==> config.mk <==
export PLATFORM = sky130hd
export DESIGN_NAME = vga_plot_queue
export DESIGN_NICKNAME = d
export VERILOG_FILES = /design/src/rtl/vga_plot_queue.sv
export SDC_FILE = /design/constraint.sdc
export NUM_CORES = 1
export LEC_CHECK = 0
export CAP_MARGIN = 5
export CORE_MARGIN = 4
export CORE_UTILIZATION = 50
export DETAILED_ROUTE_END_ITERATION = 16
export MAX_ROUTING_LAYER = met4
export PLACE_DENSITY_LB_ADDON = 0.25
export SETUP_SLACK_MARGIN = 0.4
export SKIP_LAST_GASP = 1
export SYNTH_ARGS = -nofsm -noshare
export SYNTH_HDL_FRONTEND = slang
export SYNTH_SLANG_ARGS = --single-unit
==> constraint.sdc <==
create_clock -name clk -period 5.8 [get_ports clk]
set_input_delay 1.16 -clock clk [delete_from_list [all_inputs] [get_ports clk]]
set_output_delay 1.16 -clock clk [all_outputs]
set_load 0.01 [all_outputs]
==> src/rtl/vga_plot_queue.sv <==
// Plot-request FIFO between the MMU VGA window and the VGA adapter, with an
// ordered full-screen clear sweep that is emitted through the same handshake.
module vga_plot_queue #(
  parameter int          DEPTH       = 8,
  parameter int          SCREEN_W    = 320,
  parameter int          SCREEN_H    = 240,
  parameter logic [23:0] CLEAR_COLOR = 24'h000000
) (
  input  logic                       clk,
  input  logic                       reset_n,
  input  logic                       in_plot,
  input  logic [8:0]                 in_x,
  input  logic [7:0]                 in_y,
  input  logic [23:0]                in_color,
  input  logic                       clear_req,
  output logic                       out_valid,
  input  logic                       out_ready,
  output logic [8:0]                 out_x,
  output logic [7:0]                 out_y,
  output logic [23:0]                out_color,
  output logic [$clog2(DEPTH+1)-1:0] level,
  output logic                       full,
  output logic                       busy,
  output logic                       overflow
);

  localparam int LW = $clog2(DEPTH + 1);
  localparam int PW = $clog2(DEPTH);
  localparam logic [LW-1:0] LVL_FULL = LW'(DEPTH);
  localparam logic [8:0]    X_LAST   = 9'(SCREEN_W - 1);
  localparam logic [7:0]    Y_LAST   = 8'(SCREEN_H - 1);

  typedef enum logic [1:0] {IDLE, DRAIN, CLEAR} state_t;

  state_t        state;
  logic [40:0]   mem [DEPTH];
  logic [PW-1:0] wr_ptr;
  logic [PW-1:0] rd_ptr;
  logic          pending;
  logic [LW-1:0] clear_after;
  logic [8:0]    cx;
  logic [7:0]    cy;

  logic clear_ready;
  logic xfer;
  logic pop;
  logic push;

  // A pending clear with nothing ahead of it blocks further pops; this is the bubble.
  assign clear_ready = pending && (clear_after == '0);
  assign xfer        = out_valid && out_ready;
  assign pop         = xfer && (state == DRAIN);
  assign push        = in_plot && ((level != LVL_FULL) || pop);

  assign full = (level == LVL_FULL);
  assign busy = (state != IDLE) || pending;

  always_comb begin
    out_valid = 1'b0;
    out_x     = '0;
    out_y     = '0;
    out_color = '0;
    case (state)
      DRAIN: begin
        out_valid                   = (level != '0) && !clear_ready;
        {out_x, out_y, out_color}   = mem[rd_ptr];
      end
      CLEAR: begin
        out_valid = 1'b1;
        out_x     = cx;
        out_y     = cy;
        out_color = CLEAR_COLOR;
      end
      default: ;
    endcase
  end

  // Entry storage carries no reset; only the pointers and level qualify it.
  always_ff @(posedge clk) begin
    if (push) mem[wr_ptr] <= {in_x, in_y, in_color};
  end

  always_ff @(posedge clk) begin
    if (!reset_n) begin
      state       <= IDLE;
      wr_ptr      <= '0;
      rd_ptr      <= '0;
      level       <= '0;
      pending     <= 1'b0;
      clear_after <= '0;
      cx          <= '0;
      cy          <= '0;
      overflow    <= 1'b0;
    end else begin
      if (push) wr_ptr <= wr_ptr + PW'(1);
      if (pop)  rd_ptr <= rd_ptr + PW'(1);
      if (push && !pop)      level <= level + LW'(1);
      else if (!push && pop) level <= level - LW'(1);
      if (in_plot && !push) overflow <= 1'b1;

      // clear_after counts entries that must leave before the sweep may start.
      if (clear_req && !pending && (state != CLEAR)) begin
        pending     <= 1'b1;
        clear_after <= level - LW'(pop);
      end else if (pending && pop && (clear_after != '0)) begin
        clear_after <= clear_after - LW'(1);
      end

      case (state)
        IDLE: begin
          if (clear_ready) begin
            state   <= CLEAR;
            pending <= 1'b0;
            cx      <= '0;
            cy      <= '0;
          end else if ((level != '0) || push) begin
            state <= DRAIN;
          end
        end
        DRAIN: begin
          if (clear_ready) begin
            state   <= CLEAR;
            pending <= 1'b0;
            cx      <= '0;
            cy      <= '0;
          end else if ((level == '0) && !push) begin
            state <= IDLE;
          end
        end
        CLEAR: begin
          if (xfer) begin
            if (cx == X_LAST) begin
              cx <= '0;
              if (cy == Y_LAST) begin
                cy    <= '0;
                state <= (level != '0) ? DRAIN : IDLE;
              end else begin
                cy <= cy + 8'd1;
              end
            end else begin
              cx <= cx + 9'd1;
            end
          end
        end
        default: state <= IDLE;
      endcase
    end
  end

endmodule

**Word level (Yosys, flattened, before mapping)**

Memory sizes are Yosys's and may differ from the RTL's. A register that Yosys moved wholly into a read port is not among the register bits.
Index checks and enable logic that the tools add are counted.

- Output and inout bits: 49
- Logic and storage cells: 97
- Register bits after elaboration: 35
- RAM bits: 328
- Memories kept: 1
- Input port bits: 46

- Reductions and logical operators: 33
- Muxes and demuxes: 33
- Add/sub/neg operators: 8
- Equality and inequality tests: 13

Memory list:

| name | words | bits a word | read ports | clocked after memory_dff | wr ports | RTL line | RTL |
|---|---|---|---|---|---|---|---|
| mem | 8 | 41 | 1 | 1 | 1 | 36 | `logic [40:0] mem [DEPTH];` |

Operator list:

| kind | count |
|---|---|
| case mux 9 bit (2 select lines) | 2 |
| 2-to-1 mux 8 bit | 4 |
| case mux 8 bit (2 select lines) | 2 |
| 2-to-1 mux 9 bit | 3 |
| 2-to-1 mux 24 bit | 1 |
| 2-to-1 mux 4 bit | 4 |
| 2-to-1 mux 2 bit | 7 |
| logical AND 1 bit | 13 |
| adder 9 x 1 -> 9 bit, second input constant | 1 |
| equality test 9 bit, second input constant | 1 |
| adder 8 x 1 -> 8 bit, second input constant | 1 |
| equality test 8 bit, second input constant | 1 |
| zero test 4 bit | 2 |
| inequality test 2 bit, second input constant | 4 |
| nonzero test 2 bit | 4 |
| nonzero test 4 bit | 2 |
| subtractor 4 x 1 -> 4 bit, second input constant | 2 |
| adder 3 x 1 -> 3 bit, second input constant | 2 |
| 2-to-1 mux 1 bit | 6 |
| 2-to-1 mux 3 bit | 2 |
| case mux 2 bit (3 select lines) | 1 |
| AND reduction 5 bit | 1 |
| adder 4 x 1 -> 4 bit, second input constant | 1 |
| equality test 4 bit, second input constant | 1 |
| 14 further kinds | 19 |

**Longest topological paths before layout**

Gate-level depths: netlist of run 1.

- Depth in word-level cells: 14
- Depth in mapped cells: 16
- Gate-level depth less buffers: 15

**Least setup slack after synthesis of run 1**

Ideal clock, no wire load.

- Kind: in2reg
- Start point: input port out_ready
- End point: memory mem[0][0] (enable)
- Setup slack: -0.266 ns
- Stages on the path: 4
- Data arrival time: 5.525 ns
- Path buffers: 0
- Setup time: 0.542 ns
- Data required time: 5.258 ns
- Cell sequence: nand3_1 -> o21ai_1 -> nand2_2 -> nor4_1

- Word-level cells in the longest chain between the ends: 6

RTL lines:

| what | RTL line | RTL |
|---|---|---|
| start, declared | 17 | `input logic out_ready,` |
| logical AND 1 bit | 51 | `assign xfer = out_valid && out_ready;` |
| logical AND 1 bit | 52 | `assign pop = xfer && (state == DRAIN);` |
| logical OR 1 bit | 53 | `assign push = in_plot && ((level != LVL_FULL) \|\| pop);` |
| logical AND 1 bit | 53 |  |
| 2-to-1 mux 1 bit | 80 | `if (push) mem[wr_ptr] <= {in_x, in_y, in_color};` |
| 2-to-1 mux 1 bit (not written as such) | 80 |  |
| end, declared | 36 |  |

Every way passes these cells.

==> reports/results.ini, run 1 <==
[logic_synthesis]
ys_ff_latch = 366
synthDistinctLibCells = 57
synth_most_common_cell = edfxtp_1
syn_inst = 791
synthTopCellsByArea = edfxtp_1 66%, mux4_2 12%, dfxtp_1 5.1%
synth_area_per_cell_sq_um = 18.8
async_reset_ff_share_pct = 0
synth_top_area_cell = edfxtp_1
syn_nets = 853
synth_top_cell_area_share_pct = 66.2
synth_warnings = 0
synth_ff_type = edfxtp_1
synth_edf_count = 328
yosysSeqAreaShare_pct = 71.3
synth_common_cells = 328 x edfxtp_1, 82 x mux4_2, 45 x nor2b_1
netlist_area_sq_mm = 0.0149

[run_status]
status = complete, no violations

[min_path]
hp-class = reg -> reg

[setup_path]
crit_buf_inv = 2
crit_required_ns = 4.64
critical_path_class = reg -> out
critPathMaxFanout = 39
critPathTopFamily = buffers and inverters
critPathArrivalTime_ns = 3.28
end_kind = output port
critPathMaxStageDelay_ns = 0.83
cp-start-kind = flip-flop
path_cells = buf_4 > mux4_2 > mux2i_1 > nor2b_1 > clkdlybuf4s50_1
crit_path_top_delay_cell = dfxtp_4

[global_routing]
antenna_found_initial = 1
grt_max_degree = 59
grt-ovfl-total = 0
grtUsageTotal_pct = 18.0
grt_pass1_vias = 7750
grt_pass1_wl_um = 44900

[cts]
cts_tree = done
clkTransAtPathRegs_ns = 0.05
htree_num_levels = 2
clock_latency_ns = 0.53
cts_inserted_buffers = 38
hold_buffers = 0
cts_resized = 0
clk_path_buf_depth = 3
clock-sinks = 366
post_cts_buffers = 0
clock-root-buffer = clkbuf_16

[die]
dieArea_sq_mm = 0.0326
die_w_um = 180
start_util_pct = 51.3
core-area_sq_mm = 0.0290
rows = 62
die_h_um = 180
ios = 95

[detailed_routing]
wl_met3_um = 1760
route.met2.wl_um = 13600
met1_length_um = 12600
wl_um = 28400
num_vias = 7409
final_antenna_net_count = 0
first_pass_iters = 5
drtIter0Drc = 571
vias_per_cell = 5.63
wire_per_inst_um = 21.6
drc = 0
top_layer_used = met4

[power]
p_switching_mw = 1.68
clkPwrFrac_pct = 36.4
sw_frac_of_total_pct = 24.8
power_mw = 6.75
internal_power_mw = 5.07
vdd_drop_max_mv = 0.301
p_seq_share_pct = 46.8
power_density_mw_per_mm2 = 384
power_leakage_nw = 5.53
combPwrFrac_pct = 16.7

[timing]
hold_viol_final = 0
relSlewSlack_pct = 26.8
period_minus_slack_ns = 4.44
finalSetupViolations = 0
rsz0062_at_grt = false
max_freq_mhz = 225
worst_pin_slew_ns = 1.10
post-route-period-util_pct = 76.5
timing.setup.tns_ns = 0
slew_viol_final = 0
skew_ns = 0.0184

[placed_design]
place_congestion = 0.820
dp_hpwl_um = 16300
io_buffer_count = 94

[final_layout]
fin_util_pct = 60.6
drive_above_1_share_pct = 20.5
nets = 963
syn_to_final_growth_pct = 18.1

[job]
drv_cap = 0

==> power groups by stage <==
stage               Combinational, mW  Clock [mW]  Sequential [mW]
floorplan                       0.725           0             3.19
global placement                 1.13           0             3.21
detailed placement               1.14           0             3.22
CTS                              1.15        2.51             3.16
global route                     1.24        2.63             3.18
finish                           1.13        2.46             3.16
==> final timing paths <==
path	from	to	slack, ns	cells past startpoint
setup / recovery	flip-flop	out_color[3]	1.36	5
hold / removal	overflow	overflow	0.49	2
hold reg to reg	overflow	overflow	0.49	2
setup reg to reg	state[1]	level[3]	2.03	14
==> through the flow <==
stage	instance area [sq um]	setup WS (ns)	hold slack, ns	instances
floorplan	14900	0.826	0.472	791
global placement	16300	1.80	0.479	1245
detailed placement	16300	1.79	0.494	1245
CTS	17600	1.22	0.507	1315
global route	17600	1.08	0.518	1316
finish	17600	1.36	0.492	1316
==> cells in the final DEF, fill, tap and decap left out, types with 3 or more instances in the layout <==
cell,netlist,routed
edfxtp_1,328,328
clkdlybuf4s50_1,0,94
mux4_2,82,82
nor2b_1,45,45
clkbuf_16,0,38
dfxtp_1,38,35
mux2i_1,29,29
nand2_1,21,21
nor2_1,23,20
mux2_2,17,17
a22oi_1,17,17
buf_4,8,15
nand3_1,14,14
ha_1,15,14
clkbuf_1,22,14
xor2_1,13,13
inv_1,10,10
xnor2_1,10,10
nand4_1,7,7
o21ai_0,7,7
and2_1,7,7
and3_1,6,6
a21oi_1,6,6
a21boi_0,6,6
nand2b_1,5,5
bufinv_16,0,5
nor3_2,0,4
o21ai_1,3,3
nor2_4,0,3
nor3_1,7,3
o211a_1,3,3
clkinv_1,0,3
==> per-layer routing <==
metal  track usage, %  vias up
met2             28.7      207
met4             3.60        0
met3             3.47       33
met1             24.9     3782
li1                 -     3387
met5                -        -
==> cell families (layout without fill, tap and decap cells) <==
kind of cell / count (synthesis) / in the layout / share of synthesized area, %
mux: 129 / 129 / 15.7
buf+inv: 50 / 190 / 1.56
compound gates: 57 / 57 / 3.02
flops: 366 / 366 / 71.3
other cells: 0 / 1 / 0
simple gates: 150 / 150 / 5.61
xor+xnor: 23 / 23 / 1.35
fa+ha+maj: 16 / 16 / 1.40
==> flip-flops by register name, summed over array words and instances (netlist names), 2 cells and up, named ones only <==
register,flops
mem,328
clear_after,4
cy,8
state,2
rd_ptr,3
wr_ptr,3
cx,9
level,4
==> layout make-up <==
type	count	area, sq um
multi-input combinational	375	4090
antenna	1	2.50
fill	2097	11400
clock buffer	53	1020
sequential	366	10600
inverter	11	41.3
timing repair buffer	109	1050
tap	384	480
clock inverter	17	265
==> worst register-to-register path, cell delays in order (launching register included) <==
cell      delay, ns
dfxtp_1        0.34
inv_1          0.09
ha_2           0.91
nand3_1        0.18
o21ai_1        0.38
nand2_2        0.21
inv_2          0.13
ha_1           0.19
inv_1          0.09
ha_1           0.28
a21o_1         0.17
a21oi_1        0.16
xnor2_1        0.09
or3_1          0.30
a21boi_0       0.17
Power figures use the tool's default switching activity.
==> run 2: changes to the inputs <==
Clock period 5.8 ns to 4.2 ns, I/O delays scaled along.
==> reports/results.ini, run 2 (same netlist as run 1, synthesis figures left out) <==
[run_status]
status = complete, no violations

[cts]
cts_inserted_buffers = 37  ; -2.6%
clkTransAtPathRegs_ns = 0.06  ; about the same
clk_path_buf_depth = 3  ; unchanged
hold_buffers = 0  ; unchanged
cts_tree = done
htree_num_levels = 2  ; unchanged
clock_latency_ns = 0.52  ; about the same
clock-sinks = 366  ; unchanged
clock-root-buffer = clkbuf_16

[detailed_routing]
drc = 0  ; unchanged
first_pass_iters = 5  ; unchanged
wire_per_inst_um = 21.8  ; +1.3%
wl_um = 29000  ; +2.1%
drtIter0Drc = 590  ; +3.3%
vias_per_cell = 5.66  ; +0.50%
num_vias = 7508  ; +1.3%
final_antenna_net_count = 0  ; unchanged

[die]
ios = 95  ; unchanged
core-area_sq_mm = 0.0290  ; unchanged
rows = 62  ; unchanged
die_w_um = 180  ; unchanged
start_util_pct = 51.3  ; unchanged
dieArea_sq_mm = 0.0326  ; unchanged
die_h_um = 180  ; unchanged

[global_routing]
antenna_found_initial = 4  ; +3
grt_pass1_wl_um = 46200  ; +3.0%
grt_pass1_vias = 7794  ; +0.57%
grt_max_degree = 42  ; -29%
grt-ovfl-total = 0  ; unchanged
grtUsageTotal_pct = 18.7  ; +0.65 points

[setup_path]
critPathArrivalTime_ns = 2.83  ; -0.45 ns
crit_required_ns = 3.36  ; -1.28 ns
end_kind = output port
critical_path_class = reg -> out
critPathMaxFanout = 26  ; -33%
cp-start-kind = flip-flop

[power]
internal_power_mw = 6.84  ; +35%
vdd_drop_max_mv = 0.368  ; +22%
p_seq_share_pct = 47.8  ; +1.0 points
clkPwrFrac_pct = 34.2  ; -2.2 points
power_leakage_nw = 5.59  ; +1.0%
sw_frac_of_total_pct = 24.7  ; -0.10 points
power_mw = 9.09  ; +35%
power_density_mw_per_mm2 = 512  ; +33%
p_switching_mw = 2.25  ; +34%
combPwrFrac_pct = 18.0  ; +1.3 points

[timing]
layout_setup_ws_ns = 0.534  ; -0.827 ns
worst_pin_slew_ns = 1.05  ; -0.0488 ns
hold_viol_final = 0  ; unchanged
hold_slack_ns = 0.511  ; +0.0185 ns
skew_ns = 0.0118  ; -0.00654 ns
slew_viol_final = 0  ; unchanged
timing.setup.tns_ns = 0  ; unchanged
finalSetupViolations = 0  ; unchanged
max_freq_mhz = 273
relSlewSlack_pct = 29.9  ; +3.0 points
rsz0062_at_grt = false
period_minus_slack_ns = 3.67
post-route-period-util_pct = 87.3

[placed_design]
dpl-instance-area_sq_mm = 0.0165  ; +1.3%
dp_hpwl_um = 16400  ; +0.32%
io_buffer_count = 94  ; unchanged
place_congestion = 0.853  ; +4.0%
pre_cts_ws_ns = 0.605  ; -1.18 ns

[final_layout]
nets = 973  ; +1.0%
layout_commonest_cell = edfxtp_1
regArea_sq_mm = 0.0106  ; unchanged
largest_reg_flops = 328  ; unchanged
syn_to_final_growth_pct = 19.4
reg.largest.list = mem x328, cx x9, cy x8
top_register = mem
fillers = 2093  ; -0.19%
finalInstanceArea_sq_mm = 0.0178  ; +1.1%
multi_input_area_sq_mm = 0.00410  ; +0.15%
layout_common_cells = 328 x edfxtp_1, 94 x clkdlybuf4s50_1, 82 x mux4_2
drive_above_1_share_pct = 20.9  ; +0.36 points

[min_path]
hp-class = reg -> reg

[job]
drv_cap = 0  ; unchanged

==> run 2: changes by cell type in the layout (fill, tap and decap cells not counted), sizes merged <==
cell,change
clkinv,+5
buf,+11
diode,+3
clkinvlp,-2
bufinv,-2
inv,-1
clkbuf,-3
==> run 2: critical path: stages (launching register included) <==
cell             delay [ns]
dfxtp_4                0.64
buf_12                 0.27
mux4_2                 0.32
mux2_2                 0.28
a22oi_1                0.23
nor2b_1                0.08
clkdlybuf4s50_1        0.49
==> run 2: power by group through the flow <==
stage          Clock [mW]  Combinational (mW)  Sequential, mW
3_3_place_gp            0                1.60            4.41
3_5_place_dp            0                1.61            4.42
6_report             3.11                1.63            4.34
2_1_floorplan           0                1.00            4.41
4_1_cts              3.18                1.65            4.35
5_1_grt              3.36                1.79            4.37
==> run 2: path summary, 6_finish.rpt <==
kind                            endpoint  slack [ns]  cells past startpoint      start
worst max-delay path            out_y[0]        0.53                      6  flip-flop
worst min-delay path            overflow        0.51                      2   overflow
worst max register to register  level[3]        0.85                     14   state[0]
worst min register to register  overflow        0.51                      2   overflow
==> run 2: per-stage QoR <==
| step | util, % | std cells |
|---|---|---|
| finish | 61.2 | 1327 |
| global placement | 56.8 | 1250 |
| CTS | 61.1 | 1322 |
| global route | 61.2 | 1327 |
| detailed placement | 56.8 | 1250 |
| floorplan | - | 791 |
==> run 2: timing repair <==
| item | 4_1_cts | 5_1_grt |
|---|---|---|
| hold endpoints to repair | 0 | 0 |
| pin swaps | 0 | 0 |
| setup endpoints to repair | 12 | 3 |
| cloned | 1 | 0 |
| resized for setup | 1 | 2 |
| buffers inserted | 4 | 1 |
==> run 2: layout make-up <==
type	instances	share of cell area [%]
Timing Repair Buffer	120	7.70
Tap cell	384	2.71
Multi-Input combinational cell	375	23.1
Inverter	11	0.232
Clock buffer	50	5.54
Antenna cell	4	0.0564
Sequential cell	366	59.8
Clock inverter	17	0.888
==> run 2: routing by layer <==
| layer | global-route usage [%] | wire [um] |
|---|---|---|
| met5 | - | 0 |
| met4 | 3.54 | 340 |
| met3 | 3.86 | 1850 |
| met2 | 28.7 | 13800 |
| met1 | 26.7 | 13000 |
